[config.mk]
export PLATFORM = sky130hd
export DESIGN_NAME = prio_burst_arbiter
export DESIGN_NICKNAME = d
export VERILOG_FILES = /design/src/rtl/prio_burst_arbiter.sv
export SDC_FILE = /design/constraint.sdc
export NUM_CORES = 1
export LEC_CHECK = 0
export CAP_MARGIN = 0
export CORE_UTILIZATION = 25
export CTS_BUF_LIST = sky130_fd_sc_hd__clkbuf_16
export DETAILED_ROUTE_END_ITERATION = 6
export MAX_ROUTING_LAYER = met4
export PLACE_DENSITY = 0.49
export SYNTH_ARGS = -nofsm -noshare
export SYNTH_HDL_FRONTEND = slang
export SYNTH_SLANG_ARGS = --single-unit
[constraint.sdc]
create_clock -name clk -period 3 [get_ports clk]
set_input_delay 0.75 -clock clk [delete_from_list [all_inputs] [get_ports clk]]
set_output_delay 0.75 -clock clk [all_outputs]
set_load 0.01 [all_outputs]
[src/rtl/prio_burst_arbiter.sv]
// Burst arbiter: one registered grant decision per burst (fixed priority with
// age-based promotion) feeding a single registered valid/ready output stage.
module prio_burst_arbiter #(
  parameter int N_REQ   = 5,
  parameter int DATA_W  = 8,
  parameter int AGE_MAX = 7,
  parameter int ID_W    = 3
) (
  input  logic                    clk,
  input  logic                    rst_n,
  input  logic [N_REQ-1:0]        req_valid,
  input  logic [N_REQ*DATA_W-1:0] req_data,
  input  logic [N_REQ-1:0]        req_last,
  output logic [N_REQ-1:0]        req_ready,
  output logic                    out_valid,
  output logic [DATA_W-1:0]       out_data,
  output logic [ID_W-1:0]         out_id,
  output logic                    out_last,
  input  logic                    out_ready,
  output logic                    busy
);

  localparam int AGE_W = (AGE_MAX > 0) ? $clog2(AGE_MAX + 1) : 1;
  localparam logic [AGE_W-1:0] AGE_TOP = AGE_W'(AGE_MAX);

  typedef enum logic {IDLE, BURST} state_t;

  state_t            state, state_next;
  logic [ID_W-1:0]   cur_id, winner;
  logic [AGE_W-1:0]  age [N_REQ];
  logic [N_REQ-1:0]  cur_sel;
  logic              accept;
  logic              arbitrate;
  logic [DATA_W-1:0] cur_data;
  logic              cur_last;

  // Promoted (starved) lanes take precedence; ties in either class go to the lowest index.
  always_comb begin
    logic            aged_hit;
    logic [ID_W-1:0] aged_idx, low_idx;
    // NOTE: every variable gets a default before any conditional write, so no latch is inferred.
    aged_hit = 1'b0;
    aged_idx = '0;
    low_idx  = '0;
    for (int i = N_REQ - 1; i >= 0; i--) begin
      if (req_valid[i]) begin
        low_idx = ID_W'(i);
        if (AGE_MAX > 0 && age[i] == AGE_TOP) begin
          aged_hit = 1'b1;
          aged_idx = ID_W'(i);
        end
      end
    end
    winner = aged_hit ? aged_idx : low_idx;
  end

  assign arbitrate = (state == IDLE) && (|req_valid);
  assign cur_sel   = N_REQ'(1) << cur_id;
  assign req_ready = (state == BURST) ? (cur_sel & {N_REQ{!out_valid || out_ready}}) : '0;
  assign accept    = |(req_valid & req_ready);
  assign busy      = (state == BURST);

  always_comb begin
    cur_data = '0;
    cur_last = 1'b0;
    for (int i = 0; i < N_REQ; i++) begin
      if (cur_sel[i]) begin
        cur_data = req_data[i*DATA_W +: DATA_W];
        cur_last = req_last[i];
      end
    end
  end

  always_comb begin
    state_next = state;
    case (state)
      IDLE:    if (|req_valid) state_next = BURST;
      BURST:   if (accept && cur_last) state_next = IDLE;
      default: state_next = IDLE;
    endcase
  end

  // NOTE: sequential state uses non-blocking assignments so every register samples pre-edge values.
  always_ff @(posedge clk or negedge rst_n) begin
    if (!rst_n) begin
      state  <= IDLE;
      cur_id <= '0;
    end else begin
      state <= state_next;
      if (arbitrate) cur_id <= winner;
    end
  end

  // NOTE: the age array is reset because its contents steer arbitration; a storage-only array would not need it.
  always_ff @(posedge clk or negedge rst_n) begin
    if (!rst_n) begin
      for (int i = 0; i < N_REQ; i++) age[i] <= '0;
    end else if (arbitrate) begin
      for (int i = 0; i < N_REQ; i++) begin
        if (ID_W'(i) == winner)                  age[i] <= '0;
        else if (req_valid[i] && age[i] != AGE_TOP) age[i] <= age[i] + 1'b1;
      end
    end
  end

  // A new accept always overwrites; otherwise a downstream take empties the stage.
  always_ff @(posedge clk or negedge rst_n) begin
    if (!rst_n) begin
      out_valid <= 1'b0;
      out_data  <= '0;
      out_id    <= '0;
      out_last  <= 1'b0;
    end else if (accept) begin
      out_valid <= 1'b1;
      out_data  <= cur_data;
      out_id    <= cur_id;
      out_last  <= cur_last;
    end else if (out_ready) begin
      out_valid <= 1'b0;
    end
  end

endmodule

After elaboration in Yosys (flattened, before gate mapping)
Index checks and enable logic that the tools add are counted.
{"block": "op_classes", "reduce_logical": 23, "addsub": 5, "eq_ne": 14, "bitwise_logic": 3, "mux": 52, "shift": 1}
{"cell": "$mux W3", "count": 26}
{"cell": "$mux W8", "count": 5}
{"cell": "$mux W1", "count": 19}
{"cell": "$add A3 B1 Y3 const B", "count": 5}
{"cell": "$eq A3 B3 Y1 const B", "count": 5}
{"cell": "$ne A3 B3 Y1 const B", "count": 5}
{"cell": "$reduce_bool A2 Y1", "count": 6}
{"cell": "$and A5 B5 Y5", "count": 2}
{"cell": "$reduce_and A2 Y1", "count": 5}
{"cell": "$reduce_or A5 Y1", "count": 2}
{"cell": "$logic_and A1 B1 Y1", "count": 7}
{"cell": "$eq A2 B3 Y1 const A", "count": 2}
{"cell": "$mux W5", "count": 1}
{"cell": "$shl A1 B3 Y5 const A", "count": 1}
{"cell": "$eq A1 B3 Y1 const A", "count": 1}
{"cell": "$eq A3 B3 Y1 const A", "count": 1}
{"cell": "$logic_not A3 Y1", "count": 1}
{"cell": "$pmux W1 S2", "count": 1}
{"cell": "$logic_not A1 Y1", "count": 1}
{"cell": "$logic_or A1 B1 Y1", "count": 1}
{"cell": "$not A1 Y1", "count": 1}
{"block": "word_totals", "inputBits": 53, "out_inout_bits": 19, "word_cells": 109, "regBits": 32}

Longest topological paths before layout
Gate-level depths: netlist of the first run.
{"block": "depth", "depth_word": 15, "ltp_mapped": 7, "depth_no_buf": 7}

Least setup slack after synthesis of the first run
OpenSTA, ideal clock, no wires.
{"block": "synth_path", "kind": "input-to-reg", "from": "input port req_valid[3]", "to": "register age[1] in the netlist's numbering", "path_stages": 6, "path_buffers": 1, "setup_slack_ns": 0.583, "required_ns": 2.878, "arrival_time_ns": 2.295, "setup_time_ns": 0.122, "cell_sequence": "buf_2 a222oi_1 nor2_1 or3_1 a21o_1 a32o_1"}
{"block": "synth_between", "elab_chain_cells": 11, "word_cells_on_any_way": 25, "cone_classes": "eq/ne (1); mux (20); reduce/logical (4)"}
{"element": "start: declaration", "line_no": "11", "text": "input logic [N_REQ-1:0] req_valid,"}
{"element": "$mux W3 or $mux W1 (tied branches)", "line_no": "46", "text": "if (req_valid[i]) begin"}
{"element": "$mux W3 or $mux W1 (tied branches)", "line_no": "48", "text": "if (AGE_MAX > 0 && age[i] == AGE_TOP) begin"}
{"element": "$mux W3 or $mux W1 (tied branches)", "line_no": "46"}
{"element": "$mux W3 or $mux W1 (tied branches)", "line_no": "48"}
{"element": "$mux W3 or $mux W1 (tied branches)", "line_no": "46"}
{"element": "$mux W3 or $mux W1 (tied branches)", "line_no": "48"}
{"element": "$mux W3 or $mux W1 (tied branches)", "line_no": "46"}
{"element": "$mux W3", "line_no": "54", "text": "winner = aged_hit ? aged_idx : low_idx;"}
{"element": "$eq A3 B3 Y1", "line_no": "100", "text": "if (ID_W'(i) == winner) age[i] <= '0;"}
{"element": "$reduce_bool A2 Y1 (no source line)"}
{"element": "$reduce_and A2 Y1 (no source line)"}
{"element": "end signal: indexed assignment", "line_no": "100"}
{"element": "end: declaration", "line_no": "30", "text": "logic [AGE_W-1:0] age [N_REQ];"}
Several ways; a longest one is shown, not always the timed one.
A chain may end at the register's enable or synchronous reset.

Worst setup path after layout of the first run
{"block": "layout_path", "from": "input port out_ready", "to": "output port req_ready[0]"}
{"block": "layout_between", "elab_chain_cells": 3}
{"element": "start: declaration", "line_no": "19", "text": "input logic out_ready,"}
{"element": "$logic_or A1 B1 Y1", "line_no": "59", "text": "assign req_ready = (state == BURST) ? (cur_sel & {N_REQ{!out_valid || out_ready}}) : '0;"}
{"element": "$and A5 B5 Y5", "line_no": "59"}
{"element": "$mux W5", "line_no": "59"}
{"element": "end: declaration", "line_no": "14", "text": "output logic [N_REQ-1:0] req_ready,"}
No other way between the ends.

==> results of run 1 <==
-- worst max-delay path, cell delays in order --
cell and delay (ns):
sky130_fd_sc_hd__clkdlybuf4s50_1 0.45, sky130_fd_sc_hd__nand2b_4 0.13, sky130_fd_sc_hd__nand2_4 0.08, sky130_fd_sc_hd__nor4_2 0.15, sky130_fd_sc_hd__clkdlybuf4s50_1 0.57
-- logic make-up (layout without fill, tap and decap cells) --
group                      after synthesis  in the layout  synth area share (%)
DFF                                     32             32                  38.7
muxes                                   22             22                  16.7
AOI/OAI and AO/OA                       57             57                  17.8
buffers and inverters                   15            104                  2.96
and+or+nand+nor                         63             63                  16.8
xor gates and xnor gates                 1              1                 0.424
adders and majority gates               11             11                  6.65
-- power groups by stage --
| stage | registers [uW] | logic [uW] | clock network (uW) |
|---|---|---|---|
| finish | 779 | 1550 | 567 |
| global route | 808 | 1740 | 604 |
| CTS | 777 | 1570 | 586 |
| detailed placement | 782 | 1550 | 0 |
| global placement | 779 | 1530 | 0 |
| floorplan | 779 | 909 | 0 |
-- synth_stat cells --
cell type | count | area [um^2]
sky130_fd_sc_hd__a22oi_1 | 4 | 30.0
sky130_fd_sc_hd__o211ai_1 | 1 | 7.51
sky130_fd_sc_hd__a222oi_1 | 1 | 10.0
sky130_fd_sc_hd__nor2b_1 | 1 | 6.26
sky130_fd_sc_hd__and3b_1 | 1 | 8.76
sky130_fd_sc_hd__and2_1 | 1 | 6.26
sky130_fd_sc_hd__a32o_1 | 2 | 20.0
sky130_fd_sc_hd__o22ai_1 | 1 | 6.26
sky130_fd_sc_hd__a21o_1 | 3 | 22.5
sky130_fd_sc_hd__ha_1 | 11 | 138
sky130_fd_sc_hd__or3_1 | 1 | 6.26
sky130_fd_sc_hd__clkinv_1 | 1 | 3.75
sky130_fd_sc_hd__dfrtp_1 | 32 | 801
sky130_fd_sc_hd__mux4_2 | 9 | 203
sky130_fd_sc_hd__a311oi_1 | 1 | 8.76
sky130_fd_sc_hd__nand2_1 | 21 | 78.8
sky130_fd_sc_hd__nor4b_2 | 1 | 15.0
sky130_fd_sc_hd__o31ai_1 | 2 | 15.0
sky130_fd_sc_hd__nor3b_1 | 10 | 75.1
sky130_fd_sc_hd__and3_1 | 2 | 12.5
sky130_fd_sc_hd__mux2_2 | 10 | 113
sky130_fd_sc_hd__nor3_2 | 1 | 10.0
sky130_fd_sc_hd__o21ai_0 | 19 | 95.1
sky130_fd_sc_hd__inv_1 | 3 | 11.3
sky130_fd_sc_hd__clkbuf_1 | 7 | 26.3
sky130_fd_sc_hd__nor4_1 | 2 | 12.5
sky130_fd_sc_hd__a21oi_1 | 13 | 65.1
sky130_fd_sc_hd__mux2i_1 | 3 | 30.0
sky130_fd_sc_hd__a221oi_1 | 1 | 8.76
sky130_fd_sc_hd__nor3_1 | 4 | 20.0
sky130_fd_sc_hd__nor2_2 | 1 | 6.26
sky130_fd_sc_hd__nand2b_1 | 6 | 37.5
sky130_fd_sc_hd__o2111ai_1 | 1 | 8.76
sky130_fd_sc_hd__nor4b_1 | 2 | 17.5
sky130_fd_sc_hd__a22o_1 | 8 | 70.1
sky130_fd_sc_hd__nor2_1 | 9 | 33.8
sky130_fd_sc_hd__xnor2_1 | 1 | 8.76
sky130_fd_sc_hd__buf_2 | 4 | 20.0
-- per-layer routing --
metal / global-route usage (%) / vias up / routed length, um
li1: - / 935 / -
met1: 18.1 / 920 / 2710
met2: 24.2 / 66 / 2730
met3: 3.86 / 2 / 476
met4: 3.08 / 0 / 33
met5: - / - / 0
-- worst max-delay path by stage --
stage	start	to	slack, ns	cells past startpoint
global route	out_ready	req_ready[0]	-0.009	5
finish	out_ready	req_ready[0]	0.12	5
floorplan	req_valid[3]	age[1]$_DFFE_PN0P_	0.58	6
CTS	out_ready	req_ready[0]	-0.0006	5
detailed placement	out_ready	req_ready[2]	-0.13	7
global placement	out_ready	req_ready[1]	-0.12	5
-- timing repair --
item	CTS	global route
cloned	0	0
setup buffers	1	0
resized for setup	5	4
setup endpoints to repair	5	3
pin swaps	1	0
-- flip-flops by register name (all words and copies together) (netlist names) --
register	count
out_id	3
cur_id	3
out_last	1
out_valid	1
busy	1
out_data	8
age	15
-- metrics by stage --
step	setup TNS (ns)	cells
floorplan	0	201
global placement	-0.382	383
detailed placement	-0.490	383
CTS	-0.000579	392
global route	-0.00928	392
finish	0	392
-- area by class of cell --
type / instances / area, um^2 / share of cell area [%]
tap: 102 / 128 / 3.98
clock inverter: 3 / 38.8 / 1.21
multi-input combinational: 154 / 1230 / 38.4
sequential: 32 / 801 / 25.0
inverter: 4 / 15.0 / 0.468
timing repair buffer: 92 / 868 / 27.1
clock buffer: 5 / 125 / 3.90
==> flow_summary.json, run 1 <==
{
  "detail_route.first_pass.iterations": 4,
  "peakVddDrop_mv": 0.257,
  "grt_first_pass_wirelength_um": 9660,
  "criticalPathCategory": "input port to primary output",
  "grt.overflow.total": 0,
  "postSynthRegisterBits": 32,
  "starting_density_pct": 26.4,
  "global_route.usage.total_pct": 14.7,
  "yosys_warnings": 0,
  "clock_tree_from_tritoncts": "built",
  "netlist-cell-type-count": 38,
  "design_area_mm2": 0.00321,
  "largest_net_degree_at_the_start_of_global_routing": 33,
  "timing.clock.skew_ns": 0.00745,
  "drt_iter0_drc": 67,
  "syn_area_per_cell_um2": 10.3,
  "rr_worst_depth": 8,
  "floorplan.rows": 32,
  "worstReg2RegStart": "age[3]$_DFFE_PN0P_",
  "place.detailed.hpwl_um": 4550,
  "worst_ep_required_time_ns": 2.25,
  "detail-route-antenna-nets": 0,
  "mostFrequentLayoutCell": "sky130_fd_sc_hd__clkdlybuf4s50_1",
  "hold-worst-slack_ns": 0.504,
  "die_h_um": 93.0,
  "power_report.internal_total_uw": 1880,
  "seq_power_share_pct": 26.9,
  "tightest_pin_transition_ns": 0.592,
  "cp_data_arrival_time_ns": 2.13,
  "netlist_instances": 201,
  "drt-wirelength-per-cell_um": 15.2,
  "routed_wl_um": 5950,
  "num-nets-final": 353,
  "fin_crit_sh_pct": 96.0,
  "power_frac_clock_pct": 19.5,
  "core_area_mm2": 0.00785,
  "die-width_um": 93.0,
  "r2r_end": "age[6]$_DFFE_PN0P_",
  "area_growth_pct": 55.1,
  "cts.hold.buffers_added": 0,
  "leakagePower_uw": 0.00135,
  "power.total_uw": 2900,
  "hold-path-endpoint": "out_data[1]$_DFFE_PN0P_",
  "min_from": "out_data[1]$_DFFE_PN0P_",
  "ys_seq_area_share_pct": 38.7,
  "power_per_unit_of_standard_cell_area_mw_per_mm2": 904,
  "cap_violations": 0,
  "die_area_mm2": 0.00864,
  "cts.path.max_buffers": 2,
  "max-slew-margin-rel_pct": 60.5,
  "power_frac_comb_pct": 53.6,
  "max_clock_freq_mhz": 347,
  "cts-buffers-inserted": 5,
  "utilization_pct": 40.9,
  "port_buffers": 71,
  "placedInstanceArea_mm2": 0.00301,
  "grt_antenna_before_repair": 0,
  "clkLatencyLatePin_ns": 0.28,
  "path_max_fanout": 5,
  "final_hold_viol_count": 0,
  "synth_fp_nets": 265,
  "layout-drive-gt1-share_pct": 19.0,
  "n_antenna_cell": 0,
  "crit_path_start_kind": "input port",
  "report.final.setup_viol": 0,
  "timing.final.max_slew_violations": 0,
  "final_cell_mix": "sky130_fd_sc_hd__clkdlybuf4s50_1, sky130_fd_sc_hd__dfrtp_1, sky130_fd_sc_hd__buf_4",
  "setup.reg_to_reg.worst_slack_ns": 0.50,
  "period_minus_slack_ns": 2.88,
  "grt_pass1_vias": 1888,
  "netlist_area_mm2": 0.00207,
  "drc": 0,
  "cts_root_buffer_type": "sky130_fd_sc_hd__clkbuf_16",
  "clkTransAtPathRegs_ns": 0.05,
  "routed_via_density": 4.91,
  "gp_congestion": 0.766,
  "final.fill_count": 799,
  "power.share.switching_pct": 35.3,
  "clock-sinks": 32,
  "number_of_vias_after_detailed_routing": 1923,
  "boundaryPins": 72,
  "preCtsSetupSlack_ns": -0.128,
  "status": "finished clean",
  "post-route-worst-setup-slack_ns": 0.120,
  "h_tree_levels": 2,
  "crit_path_capture_type": "primary output",
  "switching_power_uw": 1020,
  "worst_hold_path.num_cells": 1,
  "hold_path_class": "register to register"
}
Power figures use the tool's default switching activity.
==> run 2, diff against run 1 <==
SKIP_LAST_GASP = 1   (was default)
==> run 2 against run 1 <==
Effect of this change:
- utilization is essentially flat
- first-iteration DRC count unchanged
- die area unchanged
- combinational power is essentially flat
- routed wire length is essentially flat
- critical path depth is the same
- cell count stayed put
- hold slack is the same
- global-route usage unchanged
- clock power is essentially flat
- sequential power about the same
- via count barely moved
- critical path type unchanged
- largest cell class unchanged
==> flow_summary.json, run 2 (same netlist as run 1, synthesis figures left out) <==
{
  "mostFrequentLayoutCell": "sky130_fd_sc_hd__clkdlybuf4s50_1",
  "grt.overflow.total": 0,
  "regMostFlops": "age",
  "largest_net_degree_at_the_start_of_global_routing": 33,
  "utilization_pct": 40.9,
  "die_h_um": 93.0,
  "criticalPathCategory": "input port to primary output",
  "n_antenna_cell": 0,
  "routed_via_density": 4.91,
  "max-slew-margin-rel_pct": 60.5,
  "num-nets-final": 353,
  "hold_path_class": "register to register",
  "cts.hold.buffers_added": 0,
  "layout-drive-gt1-share_pct": 18.6,
  "report.final.setup_viol": 0,
  "place_inst": 383,
  "crit_path_capture_type": "primary output",
  "core_area_mm2": 0.00785,
  "grt_pass1_vias": 1888,
  "status": "finished clean",
  "post-route-worst-setup-slack_ns": 0.0767,
  "path_max_fanout": 5,
  "crit_path_start_kind": "input port",
  "r2r_end": "age[6]$_DFFE_PN0P_",
  "timing.final.max_slew_violations": 0,
  "min_from": "out_data[1]$_DFFE_PN0P_",
  "starting_density_pct": 26.4,
  "slowest_delay_ns": 0.57,
  "crit_chain": "clkdlybuf4s50_1, nand2b_4, nand2_4, nor2b_1, clkdlybuf4s50_1",
  "power_per_unit_of_standard_cell_area_mw_per_mm2": 903,
  "final_cell_mix": "sky130_fd_sc_hd__clkdlybuf4s50_1, sky130_fd_sc_hd__dfrtp_1, sky130_fd_sc_hd__buf_4",
  "floorplan.rows": 32,
  "drt_iter0_drc": 67,
  "worst_ep_required_time_ns": 2.25,
  "preCtsSetupSlack_ns": -0.128,
  "fin_crit_sh_pct": 97.4,
  "cap_violations": 0,
  "leakagePower_uw": 0.00136,
  "peakVddDrop_mv": 0.257,
  "boundaryPins": 72,
  "clock_tree_from_tritoncts": "built",
  "clock-sinks": 32,
  "global_route.usage.total_pct": 14.7,
  "critical-path-top-cell-by-count": "sky130_fd_sc_hd__clkdlybuf4s50_1",
  "drc": 0,
  "tightest_pin_transition_ns": 0.592,
  "clkTransAtPathRegs_ns": 0.05,
  "die_area_mm2": 0.00864,
  "number_of_vias_after_detailed_routing": 1924,
  "cts.path.max_buffers": 2,
  "die-width_um": 93.0,
  "hold-path-endpoint": "out_data[1]$_DFFE_PN0P_",
  "clkLatencyLatePin_ns": 0.28,
  "max_clock_freq_mhz": 342,
  "stdcell_count": 392,
  "area_growth_pct": 55.2,
  "routed_wl_um": 5950,
  "period_minus_slack_ns": 2.92,
  "worstReg2RegStart": "age[3]$_DFFE_PN0P_",
  "h_tree_levels": 2,
  "rr_worst_depth": 8,
  "critical_path.slowest_cell": "sky130_fd_sc_hd__clkdlybuf4s50_1",
  "grt_first_pass_wirelength_um": 9660,
  "largest_reg_flops": 15,
  "largest_registers_ranked_by_flip_flop_count": "age: 15 flops, out_data: 8 flops",
  "final_hold_viol_count": 0,
  "cts-buffers-inserted": 5,
  "cts_root_buffer_type": "sky130_fd_sc_hd__clkbuf_16",
  "detail_route.first_pass.iterations": 4,
  "cp_data_arrival_time_ns": 2.17,
  "place.detailed.hpwl_um": 4550,
  "gp_congestion": 0.766,
  "timing.clock.skew_ns": 0.00745,
  "worst_hold_path.num_cells": 1,
  "drt-wirelength-per-cell_um": 15.2,
  "detail-route-antenna-nets": 0,
  "port_buffers": 71,
  "grt_antenna_before_repair": 0,
  "setup.reg_to_reg.worst_slack_ns": 0.50
}
-- run 2: cell types whose count changed in the layout (fill, tap and decap cells not counted) --
cell / previous run / this run
sky130_fd_sc_hd__dlygate4sd2_1: 2 / 1
sky130_fd_sc_hd__nor2b_2: 1 / 0
sky130_fd_sc_hd__dlymetal6s2s_1: 1 / 2
sky130_fd_sc_hd__nor2b_1: 0 / 1
-- run 2: layer usage --
metal	routed length (um)	global-route usage, %	vias up	part of all wire [%]
li1	-	-	935	-
met1	2710	18.1	921	46
met2	2730	24.2	66	46
met3	478	3.86	2	8.0
met4	33	3.08	0	0.55
met5	0	-	-	0
-- run 2: final cells by class --
cell class / count / area (um^2)
clock buffers: 5 / 125
clock inverters: 3 / 38.8
fillers: 798 / 4640
inverters: 4 / 15.0
multi-input cells: 154 / 1230
flip-flops and latches: 32 / 801
well taps: 102 / 128
repair buffers: 92 / 872
-- run 2: critical path, delay by kind of cell --
family	cells	cell delay [ns]
buffers and inverters	2	1.02
and+or+nand+nor	3	0.39
-- run 2: worst max-delay path by stage --
stage / start / endpoint / slack [ns]
after floorplan: req_valid[3] / age[1]$_DFFE_PN0P_ / 0.58
after global placement: out_ready / req_ready[1] / -0.12
after detailed placement: out_ready / req_ready[2] / -0.13
after CTS: out_ready / req_ready[2] / -0.02
after global routing: out_ready / req_ready[0] / -0.005
final: out_ready / req_ready[4] / 0.08
-- run 2: stage by stage --
| stage | setup TNS, ns | power (uW) | hold slack [ns] | area, um^2 |
|---|---|---|---|---|
| final | 0 | 2900 | 0.504 | 3210 |
| after global routing | -0.00809 | 3150 | 0.512 | 3210 |
| after CTS | -0.0350 | 2930 | 0.506 | 3190 |
| after detailed placement | -0.490 | 2330 | 0.494 | 3010 |
| after global placement | -0.382 | 2310 | 0.485 | 3010 |
| after floorplan | 0 | 1690 | 0.454 | 2070 |
-- run 2: timing repair --
item                       CTS  global route
pin swaps                    1             0
resized for setup            3             5
setup buffers                1             0
setup endpoints to repair    5             4
-- run 2: power breakdown --
| part | total [uW] | switching (uW) | internal (uW) |
|---|---|---|---|
| clock | 567 | 180 | 386 |
| combinational | 1550 | 692 | 861 |
| sequential | 779 | 150 | 629 |
| total | 2900 | 1020 | 1880 |
==> run 3, diff against run 2 <==
PLACE_DENSITY = default   (was 0.49)
==> run 3 against run 2 <==
Effect of this change:
- non-clock buffer count fell by 1
- sequential cell count unchanged
- via count is 0.36% higher
- fmax is 4.9% higher
- clock power is 1% higher
- count of clock-buffer cells in the layout did not move
- utilization down 0.45 points
- critical path depth up 1
- register-to-register slack is essentially flat
- routed wire length fell by 0.50%
- combinational power decreased by 4%
- critical path type unchanged
- critical endpoint unchanged
- largest cell class unchanged
==> flow_summary.json, run 3 (same netlist as run 1, synthesis figures left out) <==
{
  "status": "finished clean",
  "drt_iter0_drc": 54,
  "die_h_um": 93.0,
  "path_delay_family": "buffers and inverters",
  "timing.final.max_slew_violations": 0,
  "number_of_vias_after_detailed_routing": 1931,
  "grt_pass1_vias": 1947,
  "cts_root_buffer_type": "sky130_fd_sc_hd__clkbuf_16",
  "area_growth_pct": 53.5,
  "routed_via_density": 4.94,
  "h_tree_levels": 2,
  "crit_path_capture_type": "primary output",
  "timing.clock.skew_ns": 0.00647,
  "n_antenna_cell": 0,
  "path_max_fanout": 5,
  "criticalPathCategory": "input port to primary output",
  "layout-drive-gt1-share_pct": 17.3,
  "global_route.usage.total_pct": 14.7,
  "power.total_uw": 2870,
  "cts_post_setup_buffers_inserted": 0,
  "mostFrequentLayoutCell": "sky130_fd_sc_hd__clkdlybuf4s50_1",
  "core_area_mm2": 0.00785,
  "leakagePower_uw": 0.00134,
  "boundaryPins": 72,
  "largest_net_degree_at_the_start_of_global_routing": 33,
  "largest_registers_ranked_by_flip_flop_count": "age: 15 flops, out_data: 8 flops",
  "worst_setup_path_startpoint": "out_ready",
  "timing.setup.tns_ns": 0,
  "cts-buffers-inserted": 5,
  "die_area_mm2": 0.00864,
  "die-width_um": 93.0,
  "max_clock_freq_mhz": 359,
  "critical_path.slowest_cell": "sky130_fd_sc_hd__clkdlybuf4s50_1",
  "cts.path.max_buffers": 2,
  "worstReg2RegStart": "age[3]$_DFFE_PN0P_",
  "slowest_delay_ns": 0.45,
  "final_cell_mix": "sky130_fd_sc_hd__clkdlybuf4s50_1, sky130_fd_sc_hd__dfrtp_1, sky130_fd_sc_hd__nand2_1, sky130_fd_sc_hd__buf_4, sky130_fd_sc_hd__o21ai_0",
  "crit_chain": "clkdlybuf4s50_1, nand2b_1, nand2_2, buf_4, nor2b_1, dlygate4sd2_1",
  "crit_path_start_kind": "input port",
  "grt.overflow.total": 0,
  "routed_wl_um": 5920,
  "final_hold_viol_count": 0,
  "largest_reg_flops": 15,
  "period_minus_slack_ns": 2.79,
  "report.final.setup_viol": 0,
  "starting_density_pct": 26.4,
  "cap_violations": 0,
  "rsz0062_at_grt": "no",
  "tightest_pin_transition_ns": 0.606,
  "max-slew-margin-rel_pct": 59.6,
  "grt_antenna_before_repair": 0,
  "worst_ep_required_time_ns": 2.25,
  "regMostFlops": "age",
  "peakVddDrop_mv": 0.284,
  "place.detailed.hpwl_um": 4510,
  "fin_crit_sh_pct": 92.9,
  "num-nets-final": 352,
  "min_from": "age[2]$_DFFE_PN0P_",
  "grt_first_pass_wirelength_um": 9490,
  "detail_route.first_pass.iterations": 4,
  "clkLatencyLatePin_ns": 0.28,
  "gp_congestion": 0.862,
  "port_buffers": 71,
  "power_per_unit_of_standard_cell_area_mw_per_mm2": 904,
  "clkTransAtPathRegs_ns": 0.05,
  "clock-sinks": 32,
  "cts.hold.buffers_added": 0,
  "clock_tree_from_tritoncts": "built",
  "floorplan.rows": 32,
  "hold_path_class": "register to register",
  "drt-wirelength-per-cell_um": 15.2,
  "detail-route-antenna-nets": 0,
  "critPathBufInv": 3,
  "cp_data_arrival_time_ns": 2.04,
  "drc": 0
}
run 3: routing by layer:
layer / GRT usage [%] / wire length [um] / part of all wire [%]
met5: - / 0 / 0
met4: 5.38 / 116 / 2.0
met3: 3.94 / 504 / 8.5
met2: 24.9 / 2660 / 45
met1: 16.6 / 2640 / 45
run 3: path summary, 6_finish.rpt:
kind | to | slack [ns] | depth (start not counted)
worst min-delay path | age[2]$_DFFE_PN0P_ | 0.50 | 1
worst max register to register | age[13]$_DFFE_PN0P_ | 0.51 | 9
max in group asynchronous | out_data[6]$_DFFE_PN0P_ | 1.81 | 2
min in group asynchronous | age[4]$_DFFE_PN0P_ | 0.88 | 2
worst max-delay path | req_ready[4] | 0.21 | 6
worst min register to register | age[2]$_DFFE_PN0P_ | 0.50 | 1
run 3: metrics by stage:
step	area, um^2	utilization (%)	hold slack, ns	instances	setup slack [ns]
2_1_floorplan	2070	-	0.454	201	0.583
3_3_place_gp	3010	38.4	0.479	383	-0.0691
3_5_place_dp	3010	38.4	0.491	383	-0.111
4_1_cts	3170	40.4	0.503	391	0.0471
5_1_grt	3170	40.4	0.524	391	0.0765
6_report	3170	40.4	0.495	391	0.213
run 3: report_power, final:
part	total, uW	internal (uW)	switching, uW
sequential	799	628	170
combinational	1490	841	653
clock	575	387	189
run 3: area by class of cell:
| cell class | count | area (um^2) |
|---|---|---|
| Sequential cell | 32 | 801 |
| Clock inverter | 3 | 38.8 |
| Timing Repair Buffer | 91 | 858 |
| Clock buffer | 5 | 125 |
| Multi-Input combinational cell | 154 | 1210 |
| Inverter | 4 | 15.0 |
| Fill cell | 774 | 4670 |
| Tap cell | 102 | 128 |
run 3: what timing repair did:
action / in CTS / in global routing
setup endpoints to repair: 4 / 1
pin swaps: 0 / 0
gates resized for setup: 5 / 1
